File: config.mk
export PLATFORM = sky130hd
export DESIGN_NAME = tx_arbiter
export DESIGN_NICKNAME = d
export VERILOG_FILES = /design/src/rtl/tx_arbiter.sv
export SDC_FILE = /design/constraint.sdc
export NUM_CORES = 1
export LEC_CHECK = 0
export BUFFER_PORTS_ARGS = -buffer_cell sky130_fd_sc_hd__buf_2
export CORE_AREA = 2 2 46 80
export DETAILED_ROUTE_END_ITERATION = 10
export DIE_AREA = 0 0 48 82
export PLACE_DENSITY = 0.82
export REMOVE_ABC_BUFFERS = 1
export SLEW_MARGIN = 15
export SYNTH_ARGS = -nofsm -noshare
export SYNTH_HDL_FRONTEND = slang
export SYNTH_SLANG_ARGS = --single-unit
File: constraint.sdc
create_clock -name clk -period 1.5 [get_ports clk]
set_clock_uncertainty 0.05 [all_clocks]
set_input_delay 0.3 -clock clk [delete_from_list [all_inputs] [get_ports clk]]
set_output_delay 0.3 -clock clk [all_outputs]
set_load 0.01 [all_outputs]
File: src/rtl/tx_arbiter.sv
// tx_arbiter: round-robin scheduler sharing one 7-bit serial transmitter
// between NREQ requesters. Captures the winner's data word, pulses tx_start
// for one cycle, holds tx_data for the frame, then waits an inter-frame gap.
//
// Ports:
//   clk         in   clock, rising edge
//   rstn        in   synchronous active-low reset
//   req         in   per-requester request level
//   req_data    in   flattened data, requester i owns [7*i+6:7*i]
//   gnt         out  one-hot one-cycle grant
//   tx_start    out  one-cycle start pulse to the transmitter
//   tx_data     out  data word to the transmitter
//   busy        out  high during LOAD, SEND, GAP
//   cur_id      out  index of the requester being served
//   frame_count out  16-bit frame counter (only with TX_ARBITER_FRAME_COUNT_EN)
//
// Optional feature macro: TX_ARBITER_FRAME_COUNT_EN
module tx_arbiter #(
    parameter int unsigned NREQ         = 4,
    parameter int unsigned FRAME_CYCLES = 11,
    parameter int unsigned GAP_CYCLES   = 1
) (
    input  logic                      clk,
    input  logic                      rstn,
    input  logic [NREQ-1:0]           req,
    input  logic [7*NREQ-1:0]         req_data,
    output logic [NREQ-1:0]           gnt,
    output logic                      tx_start,
    output logic [6:0]                tx_data,
    output logic                      busy,
`ifdef TX_ARBITER_FRAME_COUNT_EN
    output logic [15:0]               frame_count,
`endif
    output logic [$clog2(NREQ)-1:0]   cur_id
);

    localparam int unsigned IDW = $clog2(NREQ);
    localparam logic [7:0] FRAME_LOAD = 8'(FRAME_CYCLES - 1);
    localparam logic [7:0] GAP_LOAD   = 8'((GAP_CYCLES == 0) ? 0 : GAP_CYCLES - 1);

    typedef enum logic [1:0] {
        S_IDLE = 2'd0,
        S_LOAD = 2'd1,
        S_SEND = 2'd2,
        S_GAP  = 2'd3
    } state_t;

    state_t           state_q, state_d;
    logic [NREQ-1:0]  gnt_q, gnt_d;
    logic             tx_start_q, tx_start_d;
    logic [6:0]       tx_data_q, tx_data_d;
    logic             busy_q, busy_d;
    logic [IDW-1:0]   cur_id_q, cur_id_d;
    logic [IDW-1:0]   ptr_q, ptr_d;
    logic [7:0]       cnt_q, cnt_d;
`ifdef TX_ARBITER_FRAME_COUNT_EN
    logic [15:0]      frame_cnt_q, frame_cnt_d;
`endif

    logic             found;
    logic [IDW-1:0]   win_id;

    // Round-robin search: first set request at or above ptr, wrapping to 0.
    always_comb begin
        found  = 1'b0;
        win_id = '0;
        for (int i = 0; i < int'(NREQ); i++) begin
            if (!found && req[(int'(ptr_q) + i) % int'(NREQ)]) begin
                found  = 1'b1;
                win_id = IDW'((int'(ptr_q) + i) % int'(NREQ));
            end
        end
    end

    // Next-state and output logic.
    always_comb begin
        state_d    = state_q;
        gnt_d      = '0;
        tx_start_d = 1'b0;
        tx_data_d  = tx_data_q;
        busy_d     = busy_q;
        cur_id_d   = cur_id_q;
        ptr_d      = ptr_q;
        cnt_d      = cnt_q;
`ifdef TX_ARBITER_FRAME_COUNT_EN
        frame_cnt_d = frame_cnt_q;
`endif
        case (state_q)
            S_IDLE: begin
                busy_d = 1'b0;
                if (found) begin
                    // Grant outputs are registered here so they are visible during LOAD.
                    state_d    = S_LOAD;
                    gnt_d      = NREQ'(1) << win_id;
                    tx_start_d = 1'b1;
                    busy_d     = 1'b1;
                    tx_data_d  = req_data[7*int'(win_id) +: 7];
                    cur_id_d   = win_id;
                    ptr_d      = (win_id == IDW'(NREQ - 1)) ? '0 : win_id + IDW'(1);
                end
            end
            S_LOAD: begin
                state_d = S_SEND;
                cnt_d   = FRAME_LOAD;
`ifdef TX_ARBITER_FRAME_COUNT_EN
                frame_cnt_d = frame_cnt_q + 16'd1;
`endif
            end
            S_SEND: begin
                if (cnt_q == 8'd0) begin
                    if (GAP_CYCLES == 0) begin
                        state_d = S_IDLE;
                        busy_d  = 1'b0;
                    end else begin
                        state_d = S_GAP;
                        cnt_d   = GAP_LOAD;
                    end
                end else begin
                    cnt_d = cnt_q - 8'd1;
                end
            end
            S_GAP: begin
                if (cnt_q == 8'd0) begin
                    state_d = S_IDLE;
                    busy_d  = 1'b0;
                end else begin
                    cnt_d = cnt_q - 8'd1;
                end
            end
            default: begin
                state_d = S_IDLE;
                busy_d  = 1'b0;
            end
        endcase
    end

    // State and output registers; reset abandons any frame in progress.
    always_ff @(posedge clk) begin
        if (!rstn) begin
            state_q    <= S_IDLE;
            gnt_q      <= '0;
            tx_start_q <= 1'b0;
            tx_data_q  <= '0;
            busy_q     <= 1'b0;
            cur_id_q   <= '0;
            ptr_q      <= '0;
            cnt_q      <= '0;
`ifdef TX_ARBITER_FRAME_COUNT_EN
            frame_cnt_q <= '0;
`endif
        end else begin
            state_q    <= state_d;
            gnt_q      <= gnt_d;
            tx_start_q <= tx_start_d;
            tx_data_q  <= tx_data_d;
            busy_q     <= busy_d;
            cur_id_q   <= cur_id_d;
            ptr_q      <= ptr_d;
            cnt_q      <= cnt_d;
`ifdef TX_ARBITER_FRAME_COUNT_EN
            frame_cnt_q <= frame_cnt_d;
`endif
        end
    end

    assign gnt      = gnt_q;
    assign tx_start = tx_start_q;
    assign tx_data  = tx_data_q;
    assign busy     = busy_q;
    assign cur_id   = cur_id_q;
`ifdef TX_ARBITER_FRAME_COUNT_EN
    assign frame_count = frame_cnt_q;
`endif

endmodule

=== After elaboration in Yosys (flattened, before gate mapping) ===
Index checks and enable logic that the tools add are counted.

* Logic and storage cells: 80
* Flip-flop bits (word level): 27

* Multipliers: 1
* Reductions and logical operators: 19
* Bitwise operators: 3
* Equal/unequal tests: 8
* Multiplexer cells: 30
* $lt $le $gt $ge: 4
* Shift-type cells: 2
* Add/subtract/negate cells: 5

{| class="wikitable"
|+ Operators with widths
! operator !! count
|-
| indexed part select 28 x 6 -> 7 bit || 1
|-
| one-hot mux 8 bit (3 select lines) || 1
|-
| two-way mux 2 bit || 8
|-
| two-way mux 8 bit || 2
|-
| two-way mux 1 bit || 13
|-
| less-than comparator 3 x 4 -> 1 bit (second input constant) || 3
|-
| binary-select mux 1 bit (select 2 bit) || 4
|-
| logical NOT 8 bit || 1
|-
| != test 2 bit (second input constant) || 4
|-
| one-hot mux 2 bit (4 select lines) || 1
|-
| AND reduction 2 bit || 4
|-
| subtractor 8 x 1 -> 8 bit (second input constant) || 1
|-
| equality test 2 bit (second input constant) || 3
|-
| AND reduction 3 bit || 2
|-
| OR reduction 2 bit || 3
|-
| multiplier 3 x 2 -> 5 bit (first input constant) || 1
|-
| adder 2 x 1 -> 2 bit (second input constant) || 2
|-
| adder 2 bit (second input constant) || 2
|-
| left shift 1 x 2 -> 4 bit (first input constant) || 1
|-
| bitwise AND 1 bit (first input constant) || 3
|-
| logical AND 1 bit || 3
|-
| logical NOT 1 bit || 3
|-
| less-than comparator 2 x 3 -> 1 bit (second input constant) || 1
|-
| nonzero test 3 bit || 1
|-
| 4 further kinds || 4
|}

=== Depth between registers and ports, before layout ===
Gate-level depths: netlist of run 1.

* Word-level depth: 16
* Depth in mapped cells: 8
* Depth with buffers taken out: 7

=== Worst setup path after synthesis of run 1 ===
OpenSTA, ideal clock, no wires.

* Path kind: reg2reg
* Start: reg ptr_q[1]
* End: reg tx_data_q[0] (netlist: tx_data[0])
* Slack: -0.116 ns
* Arrival time: 1.431 ns
* Stages on the path, launching flop included: 7
* Setup time: 0.135 ns
* Data required time: 1.315 ns
* Buffers on the path: 1
* Cell sequence: dfxtp_1 > mux2i_1 > o22ai_2 > nor2_4 > buf_12 > mux2i_1 > o221ai_1

* Word-level cells in the longest chain between the ends: 14
* Elaborated cells on any way between the ends: 31
* Those cells by class: add/sub (3); mul (1); shift (1); mux (19); reduce/logical (7)

{| class="wikitable"
|+ Ends and longest elaborated chain
! element !! RTL line !! source
|-
| start: declaration || 54 || <nowiki>logic [IDW-1:0] ptr_q, ptr_d;</nowiki>
|-
| start signal: assignment || 158 || <nowiki>ptr_q <= ptr_d;</nowiki>
|-
| adder 2 x 1 -> 2 bit or binary-select mux 1 bit (select 2 bit) (tied branches) || 68, 70 ||
|-
| binary-select mux 1 bit (select 2 bit) or two-way mux 1 bit (tied branches) || 68 || <nowiki>if (!found && req[(int'(ptr_q) + i) % int'(NREQ)]) begin</nowiki>
|-
| two-way mux 1 bit (implied by the code) || 68 ||
|-
| two-way mux 1 bit (implied by the code) or logical NOT 1 bit (tied branches) || 68 ||
|-
| logical AND 1 bit || 68 ||
|-
| two-way mux 1 bit || 68 ||
|-
| logical NOT 1 bit || 68 ||
|-
| logical AND 1 bit || 68 ||
|-
| two-way mux 1 bit || 68 ||
|-
| logical NOT 1 bit || 68 ||
|-
| logical AND 1 bit || 68 ||
|-
| two-way mux 2 bit || 68 ||
|-
| multiplier 3 x 2 -> 5 bit || 97 || <nowiki>tx_data_d = req_data[7*int'(win_id) +: 7];</nowiki>
|-
| indexed part select 28 x 6 -> 7 bit || 97 ||
|-
| end signal: assignment || 155 || <nowiki>tx_data_q <= tx_data_d;</nowiki>
|-
| end: declaration || 51 || <nowiki>logic [6:0] tx_data_q, tx_data_d;</nowiki>
|}

Several ways; a longest one is shown, not always the timed one. The select of a mux whose other input is x is not followed.
A chain may end at the register's enable or synchronous reset.

=== Final worst setup path of run 1 ===
* Start: reg cnt_q[3]
* End: reg state_q[0]

* Word-level cells in the longest chain between the ends: 3
* Elaborated cells on any way between the ends: 4
* Those cells by class: eq/ne (2); reduce/logical (2)

{| class="wikitable"
|+ Ends and longest elaborated chain
! element !! RTL line !! source
|-
| start: declaration || 55 || <nowiki>logic [7:0] cnt_q, cnt_d;</nowiki>
|-
| start signal: assignment || 159 || <nowiki>cnt_q <= cnt_d;</nowiki>
|-
| logical NOT 8 bit (*) || 110, 123 ||
|-
| != test 2 bit (no line) || n/a ||
|-
| AND reduction 3 bit (no line) (*) || n/a ||
|-
| end signal: assignment || 152 || <nowiki>state_q <= state_d;</nowiki>
|-
| end: declaration || 48 || <nowiki>state_t state_q, state_d;</nowiki>
|}

Mark *: on every way between the ends. The rest lies on a longest branch, timed or not.

==> impl_metrics.csv, run 1 <==
group,metric,value,unit
outcome,status,"finished with violations",
outcome,violated_checks,"setup timing",
timing,finalHoldViolCount,0,
global_route,global_route_wire_length_before_repair,5.96,mm
placement,number_of_buffer_cells_added_on_primary_ports,48,
die,die_w,48,µm
clocking,cts_htree_levels,1,
yosys,syn_inst,159,
min_path,hold_path_class,"in2reg",
finish,share_of_final_layout_standard_cells_stronger_than_drive_strength_1,0.559,
worst_setup_path,cp-end-kind,"flip-flop",
yosys,synth-edff-count,0,
worst_setup_path,crit_chain,"nor4_4, and3_4, o21ai_4, o311a_1",
worst_setup_path,cp_top_family,"simple AND/OR/NAND/NOR gates",
finish,final_nets,285,
global_route,overflow,0,
die,die-height,82,µm
timing,max_freq,642,MHz
finish,final_cells,290,
routing,viasPerCell,5.16,
die,std_cell_rows,28,
pwr,power.density_cell_area,2250,nW/µm²
routing,routed_wire_length_per_instance,14.6,µm
worst_setup_path,crit_path_top_delay_cell,"sky130_fd_sc_hd__nor4_4",
clocking,worst_setup_hold_path_clk_slew,100,ps
clocking,cts_tree,"done",
worst_setup_path,ff2ff_path_depth,4,
yosys,synth_seq_cells,27,
worst_setup_path,critical_path.reg2reg.startpoint,"cnt_q[3]",
timing,rsz0062_at_grt,"yes",
finish,postLayoutCellArea,2270,µm²
yosys,synth_top_area_cell,"sky130_fd_sc_hd__dfxtp_1",
die,design.portCount,49,
pwr,total_power,5.12,mW
timing,max_slew_margin,0.728,
routing,routed-via-count,1495,
clocking,clk_latency_worst_skew_pair,280,ps
yosys,synth.distinct_cells,33,
die,core_region_area,3330,µm²
global_route,pin_count_of_the_biggest_net_entering_global_routing,17,
timing,fin_hold_ws,270,ps
finish,filler_cell_count,227,
worst_setup_path,rrSetupSlack,-60,ps
finish,post-route-util,0.683,
timing,timing.final.ws_setup,-57.2,ps
global_route,grt_util_all_layers,0.211,
placement,dp.final_hpwl,2.86,mm
clocking,cts-buffers-inserted,3,
yosys,yosys-top-cells-count,"27 x sky130_fd_sc_hd__dfxtp_1, 20 x sky130_fd_sc_hd__nor2_1, 17 x sky130_fd_sc_hd__mux2i_1",
finish,area.growth.synth_to_final,57.3,%
placement,total_placed_instance_area,1990,µm²
finish,n_antenna_cell,0,
clocking,cell_at_the_root_of_the_clock_tree,"sky130_fd_sc_hd__clkbuf_8",
global_route,initial_antenna_violation_count,0,
worst_setup_path,max_stage_delay,380,ps
die,initial_core_utilization,0.434,
min_path,worst_hold_path.endpoint,"tx_data[4]",
placement,place.detailed.instances,281,
min_path,holdPathStages,3,
pwr,irDropWorstVdd,1.25,mV
timing,layout_min_cycle_time,1560,ps
yosys,synth_top_flop_cell,"sky130_fd_sc_hd__dfxtp_1",
worst_setup_path,cp-start-kind,"flip-flop",
timing,worstMarginPinSlew,405,ps
clocking,clock_path_buffers,2,
min_path,worst_hold_startpoint,"req_data[18]",
worst_setup_path,critical_path.n_buffers_inverters,0,
placement,pre_cts_ws,-175,ps
worst_setup_path,rr_endpoint,"state_q[0]",
worst_setup_path,worst-endpoint-arrival,1670,ps
global_route,grt_pass1_vias,1463,
timing,final.setup.tns,-288,ps
clocking,tritoncts_num_sinks,27,
pwr,p_leak,1.03,nW
yosys,netlist_area,1450,µm²
placement,gp_congestion,0.848,
timing,post-route-period-util,1.04,
flow_run,drv.max_cap_violation_count,0,
yosys,sequential_area_share_after_synthesis,0.374,
yosys,synthTopCellsByArea,"sky130_fd_sc_hd__dfxtp_1 37%, sky130_fd_sc_hd__mux2i_1 12%, sky130_fd_sc_hd__nor2_1 5.2%, sky130_fd_sc_hd__ha_1 4.3%, sky130_fd_sc_hd__o221ai_1 4.2%",
routing,postRouteAntennaNets,0,
worst_setup_path,critPathRequiredTime,1610,ps
yosys,yosysTopAreaCellShare,0.374,
routing,detail_route.iter0.violations,27,
yosys,yosysMostFrequentCell,"sky130_fd_sc_hd__dfxtp_1",
routing,postRouteWirelength,4.24,mm
yosys,ys_warn_count,0,
routing,remaining_design_rule_violation_count,0,
yosys,ffs_w_async_s_r_synth,0,
die,die-area,3940,µm²
timing,final-max-slew-violation-count,0,
worst_setup_path,worst-path-max-fanout,6,
routing,drtPass1Iterations,4,
timing,timing.final.setup_violations,12,
worst_setup_path,worst_setup_path_category,"reg2reg",
yosys,syn_avg_cell_area,9.09,µm²
clocking,cts_hold_repair.buffers,0,
-- layer usage --
layer | part of all wire | global-route usage | routed length [µm]
met3 | 0.044 | 0.0396 | 185
met2 | 0.57 | 0.421 | 2420
met1 | 0.35 | 0.170 | 1460
met4 | 0.041 | 0.111 | 173
met5 | 0 | 0 | 0
-- worst reg2reg max path, cell delays in order (launching register included) --
cell	delay, ps
sky130_fd_sc_hd__dfxtp_2	350
sky130_fd_sc_hd__nor4_4	380
sky130_fd_sc_hd__and3_4	310
sky130_fd_sc_hd__o21ai_4	70
sky130_fd_sc_hd__o311a_1	290
-- how the worst max path moves through the flow --
stage / start / to / slack (ps) / depth (start not counted)
2_1_floorplan: ptr_q[1] / tx_data[0] / -160 / 5
3_3_place_gp: cnt_q[4] / state_q[0] / -100 / 5
3_5_place_dp: ptr_q[1] / tx_data[1] / -170 / 6
4_1_cts: cnt_q[3] / state_q[0] / -100 / 5
5_1_grt: cnt_q[3] / cnt_q[3] / -130 / 5
6_report: cnt_q[3] / state_q[0] / -60 / 4
-- placed cells by master (no fill, tap or decap), types with 2 or more instances in the layout --
cell type,netlist,layout
sky130_fd_sc_hd__o21a_1,3,3
sky130_fd_sc_hd__nor2_2,0,4
sky130_fd_sc_hd__nor3_1,4,2
sky130_fd_sc_hd__buf_6,1,3
sky130_fd_sc_hd__nor2_1,20,15
sky130_fd_sc_hd__nor2b_2,0,2
sky130_fd_sc_hd__inv_2,0,3
sky130_fd_sc_hd__nand2_1,9,6
sky130_fd_sc_hd__buf_2,2,48
sky130_fd_sc_hd__inv_1,10,7
sky130_fd_sc_hd__mux2i_2,0,4
sky130_fd_sc_hd__o221ai_1,7,5
sky130_fd_sc_hd__o21ai_1,3,3
sky130_fd_sc_hd__ha_2,0,2
sky130_fd_sc_hd__o21ai_0,2,2
sky130_fd_sc_hd__nand3_1,10,9
sky130_fd_sc_hd__buf_4,0,33
sky130_fd_sc_hd__xor2_1,5,5
sky130_fd_sc_hd__dfxtp_1,27,22
sky130_fd_sc_hd__a21oi_2,0,3
sky130_fd_sc_hd__mux2i_1,17,12
sky130_fd_sc_hd__buf_12,1,4
sky130_fd_sc_hd__ha_1,5,2
sky130_fd_sc_hd__nor2_4,1,2
sky130_fd_sc_hd__a21oi_1,10,7
sky130_fd_sc_hd__nand2b_1,4,3
sky130_fd_sc_hd__nand2_2,0,3
sky130_fd_sc_hd__dfxtp_2,0,4
sky130_fd_sc_hd__o22ai_2,2,2
sky130_fd_sc_hd__o221ai_2,0,2
sky130_fd_sc_hd__clkbuf_8,0,3
-- logic make-up after synthesis --
kind of cell / after synthesis / synth area share
xor+xnor: 6 / 0.0364
fa+ha+maj: 5 / 0.0433
compound gates: 33 / 0.179
simple gates: 55 / 0.190
flops: 27 / 0.374
buf+inv: 16 / 0.0597
mux: 17 / 0.118
-- report_power, final --
part | internal [mW] | switching [mW]
combinational | 1.82 | 1.67
clock | 0.189 | 0.234
sequential | 1.02 | 0.183
total | 3.03 | 2.09
-- registers in the layout, indices dropped and copies added, names as in the netlist --
register  count
cur_id        2
tx_data       7
state_q       2
cnt_q         8
busy          1
ptr_q         2
gnt           4
tx_start      1
-- cell type report --
| type | instances | area, µm² | share of cell area |
|---|---|---|---|
| Multi-Input combinational cell | 116 | 980 | 0.431 |
| Clock inverter | 1 | 7.51 | 0.00330 |
| Timing Repair Buffer | 88 | 602 | 0.265 |
| Tap cell | 45 | 56.3 | 0.0248 |
| Clock buffer | 3 | 41.3 | 0.0182 |
| Sequential cell | 27 | 549 | 0.242 |
| Inverter | 10 | 37.5 | 0.0165 |
-- repair_timing --
item,CTS,global route
setup endpoints to repair,21,23
gates cloned,1,0
gates resized for setup,22,28
setup buffers,6,1
pin swaps,13,7
Note: power is estimated with default switching activity, not from simulation.
==> run 2, diff against run 1 <==
--- a/config.mk
+++ b/config.mk
@@ -9,7 +9,8 @@
 export CORE_AREA = 2 2 46 80
 export DETAILED_ROUTE_END_ITERATION = 10
 export DIE_AREA = 0 0 48 82
-export PLACE_DENSITY = 0.82
+export PLACE_DENSITY = 0.79
+export RECOVER_POWER = 25
 export REMOVE_ABC_BUFFERS = 1
 export SLEW_MARGIN = 15
 export SYNTH_ARGS = -nofsm -noshare
==> constraint.sdc (replaced) <==
create_clock -name clk -period 1.75 [get_ports clk]
set_clock_uncertainty 0.05 [all_clocks]
set_input_delay 0.35 -clock clk [delete_from_list [all_inputs] [get_ports clk]]
set_output_delay 0.35 -clock clk [all_outputs]
set_load 0.01 [all_outputs]
==> run 2 against run 1 <==
Compared with the run above: global-route usage shrank 5.0 points; worst setup slack improved by 150 ps; the flow now finishes without violations; register-to-register slack improved by 150 ps; clock power down 19%; sequential share of layout area up 5.5 points.
==> impl_metrics.csv, run 2 (synthesized netlist as in run 1, its figures left out) <==
group,metric,value,unit
global_route,initial_antenna_violation_count,0,
clocking,cts_tree,"done",
clocking,cts_htree_levels,1,
timing,layout_min_cycle_time,1660,ps
die,initial_core_utilization,0.434,
timing,max_freq,602,MHz
placement,gp_congestion,0.769,
worst_setup_path,critical_path.n_buffers_inverters,1,
worst_setup_path,timing.critical_path.from,"state_q[0]",
worst_setup_path,cp_top_family,"flip-flops",
worst_setup_path,worst-path-max-fanout,8,
timing,final-max-slew-violation-count,0,
global_route,overflow,0,
worst_setup_path,worst_setup_path_category,"reg2reg",
worst_setup_path,crit_chain,"inv_1, ha_4, nor2_1, a41oi_2, nand4_1, xor2_1, nor2_1",
timing,worstMarginPinSlew,424,ps
pwr,power.density_cell_area,1860,nW/µm²
finish,max_ffs_per_register,8,
finish,filler_cell_count,303,
finish,most_frequent_cells_in_the_layout,"39 x sky130_fd_sc_hd__buf_2, 25 x sky130_fd_sc_hd__dfxtp_1, 20 x sky130_fd_sc_hd__nor2_1",
placement,dp.final_hpwl,2.61,mm
pwr,p_leak,0.805,nW
die,design.portCount,49,
worst_setup_path,critical_path.reg2reg.startpoint,"state_q[0]",
worst_setup_path,critPathRequiredTime,1860,ps
routing,routed_wire_length_per_instance,12.4,µm
finish,final_nets,255,
die,core_region_area,3330,µm²
global_route,pin_count_of_the_biggest_net_entering_global_routing,16,
worst_setup_path,cp-start-kind,"flip-flop",
timing,max_slew_margin,0.715,
worst_setup_path,crit_path_top_delay_cell,"sky130_fd_sc_hd__dfxtp_1",
outcome,status,"complete, no violations",
die,die_w,48,µm
timing,finalHoldViolCount,0,
clocking,cts-buffers-inserted,3,
routing,postRouteWirelength,3.21,mm
routing,viasPerCell,5.11,
clocking,clock_path_buffers,2,
worst_setup_path,cp-end-kind,"flip-flop",
routing,routed-via-count,1329,
die,die-area,3940,µm²
placement,number_of_buffer_cells_added_on_primary_ports,48,
finish,final_cells,260,
die,std_cell_rows,28,
routing,remaining_design_rule_violation_count,0,
finish,n_antenna_cell,0,
worst_setup_path,cell_seen_most_often_among_critical_path_stages,"sky130_fd_sc_hd__nor2_1",
clocking,clk_latency_worst_skew_pair,270,ps
clocking,worst_setup_hold_path_clk_slew,90,ps
timing,post-route-period-util,0.949,
min_path,worst_hold_startpoint,"rstn",
global_route,global_route_wire_length_before_repair,4.63,mm
min_path,hold_path_class,"in2reg",
placement,place.detailed.instances,256,
routing,postRouteAntennaNets,0,
pwr,irDropWorstVdd,0.774,mV
timing,timing.final.setup_violations,0,
finish,area.growth.synth_to_final,26.7,%
clocking,tritoncts_num_sinks,27,
clocking,cell_at_the_root_of_the_clock_tree,"sky130_fd_sc_hd__clkbuf_8",
finish,regMostFlops,"cnt_q",
clocking,cts_hold_repair.buffers,0,
flow_run,drv.max_cap_violation_count,0,
routing,drtPass1Iterations,6,
global_route,grt_util_all_layers,0.161,
worst_setup_path,max_stage_delay,350,ps
pwr,total_power,3.40,mW
die,die-height,82,µm
global_route,grt_pass1_vias,1208,
finish,share_of_final_layout_standard_cells_stronger_than_drive_strength_1,0.293,
routing,detail_route.iter0.violations,16,
worst_setup_path,worst-endpoint-arrival,1770,ps
finish,layout_commonest_cell,"sky130_fd_sc_hd__buf_2",
run 2: cell count changes in the layout (fill, tap and decap cells not counted), sizes merged:
cell / before / now
buf: 88 / 49
clkinvlp: 1 / 0
clkbuf: 3 / 13
run 2: cell type report:
cell class	instances	area, µm²	share of cell area
Timing Repair Buffer	58	317	0.173
Multi-Input combinational cell	116	832	0.455
Clock buffer	4	45.0	0.0246
Tap cell	45	56.3	0.0308
Sequential cell	27	543	0.297
Inverter	10	37.5	0.0205
run 2: layer usage:
| metal | vias up | wire (µm) | GRT usage |
|---|---|---|---|
| li1 | 678 | - | - |
| met1 | 603 | 1220 | 0.133 |
| met2 | 40 | 1800 | 0.336 |
| met3 | 8 | 120 | 0 |
| met4 | 0 | 75 | 0.0865 |
| met5 | - | 0 | 0 |
run 2: worst paths after layout:
| path | slack [ps] | endpoint | depth (start not counted) |
|---|---|---|---|
| max | 90 | cnt_q[7] | 7 |
| min | 330 | tx_start | 3 |
| max reg2reg | 90 | cnt_q[7] | 7 |
| min reg2reg | 400 | cur_id[0] | 2 |
run 2: where the power goes:
part           total, mW  internal (mW)  switching (mW)
logic               2.01          0.939            1.07
registers           1.04          0.864           0.180
clock network      0.343          0.163           0.180
total               3.40           1.97            1.43
run 2: what timing repair did:
item	CTS	global route
gates resized for setup	0	4
setup endpoints to repair	0	14
setup buffers	0	0
run 2: tightest hold or removal path, stage by stage:
cell,delay [ps]
sky130_fd_sc_hd__buf_2,110
sky130_fd_sc_hd__inv_1,60
sky130_fd_sc_hd__nor2_1,70
run 2: metrics by stage:
stage               utilization  instance area [µm²]  TNS (ps)  worst slack (ps)  hold WS [ps]
floorplan                     -                 1400         0              94.6           418
global placement          0.535                 1780      -124             -26.7           388
detailed placement        0.535                 1780      -341             -53.1           391
CTS                       0.548                 1830         0              44.1           322
global route              0.550                 1830     -29.2             -29.2           332
finish                    0.550                 1830         0              89.7           328
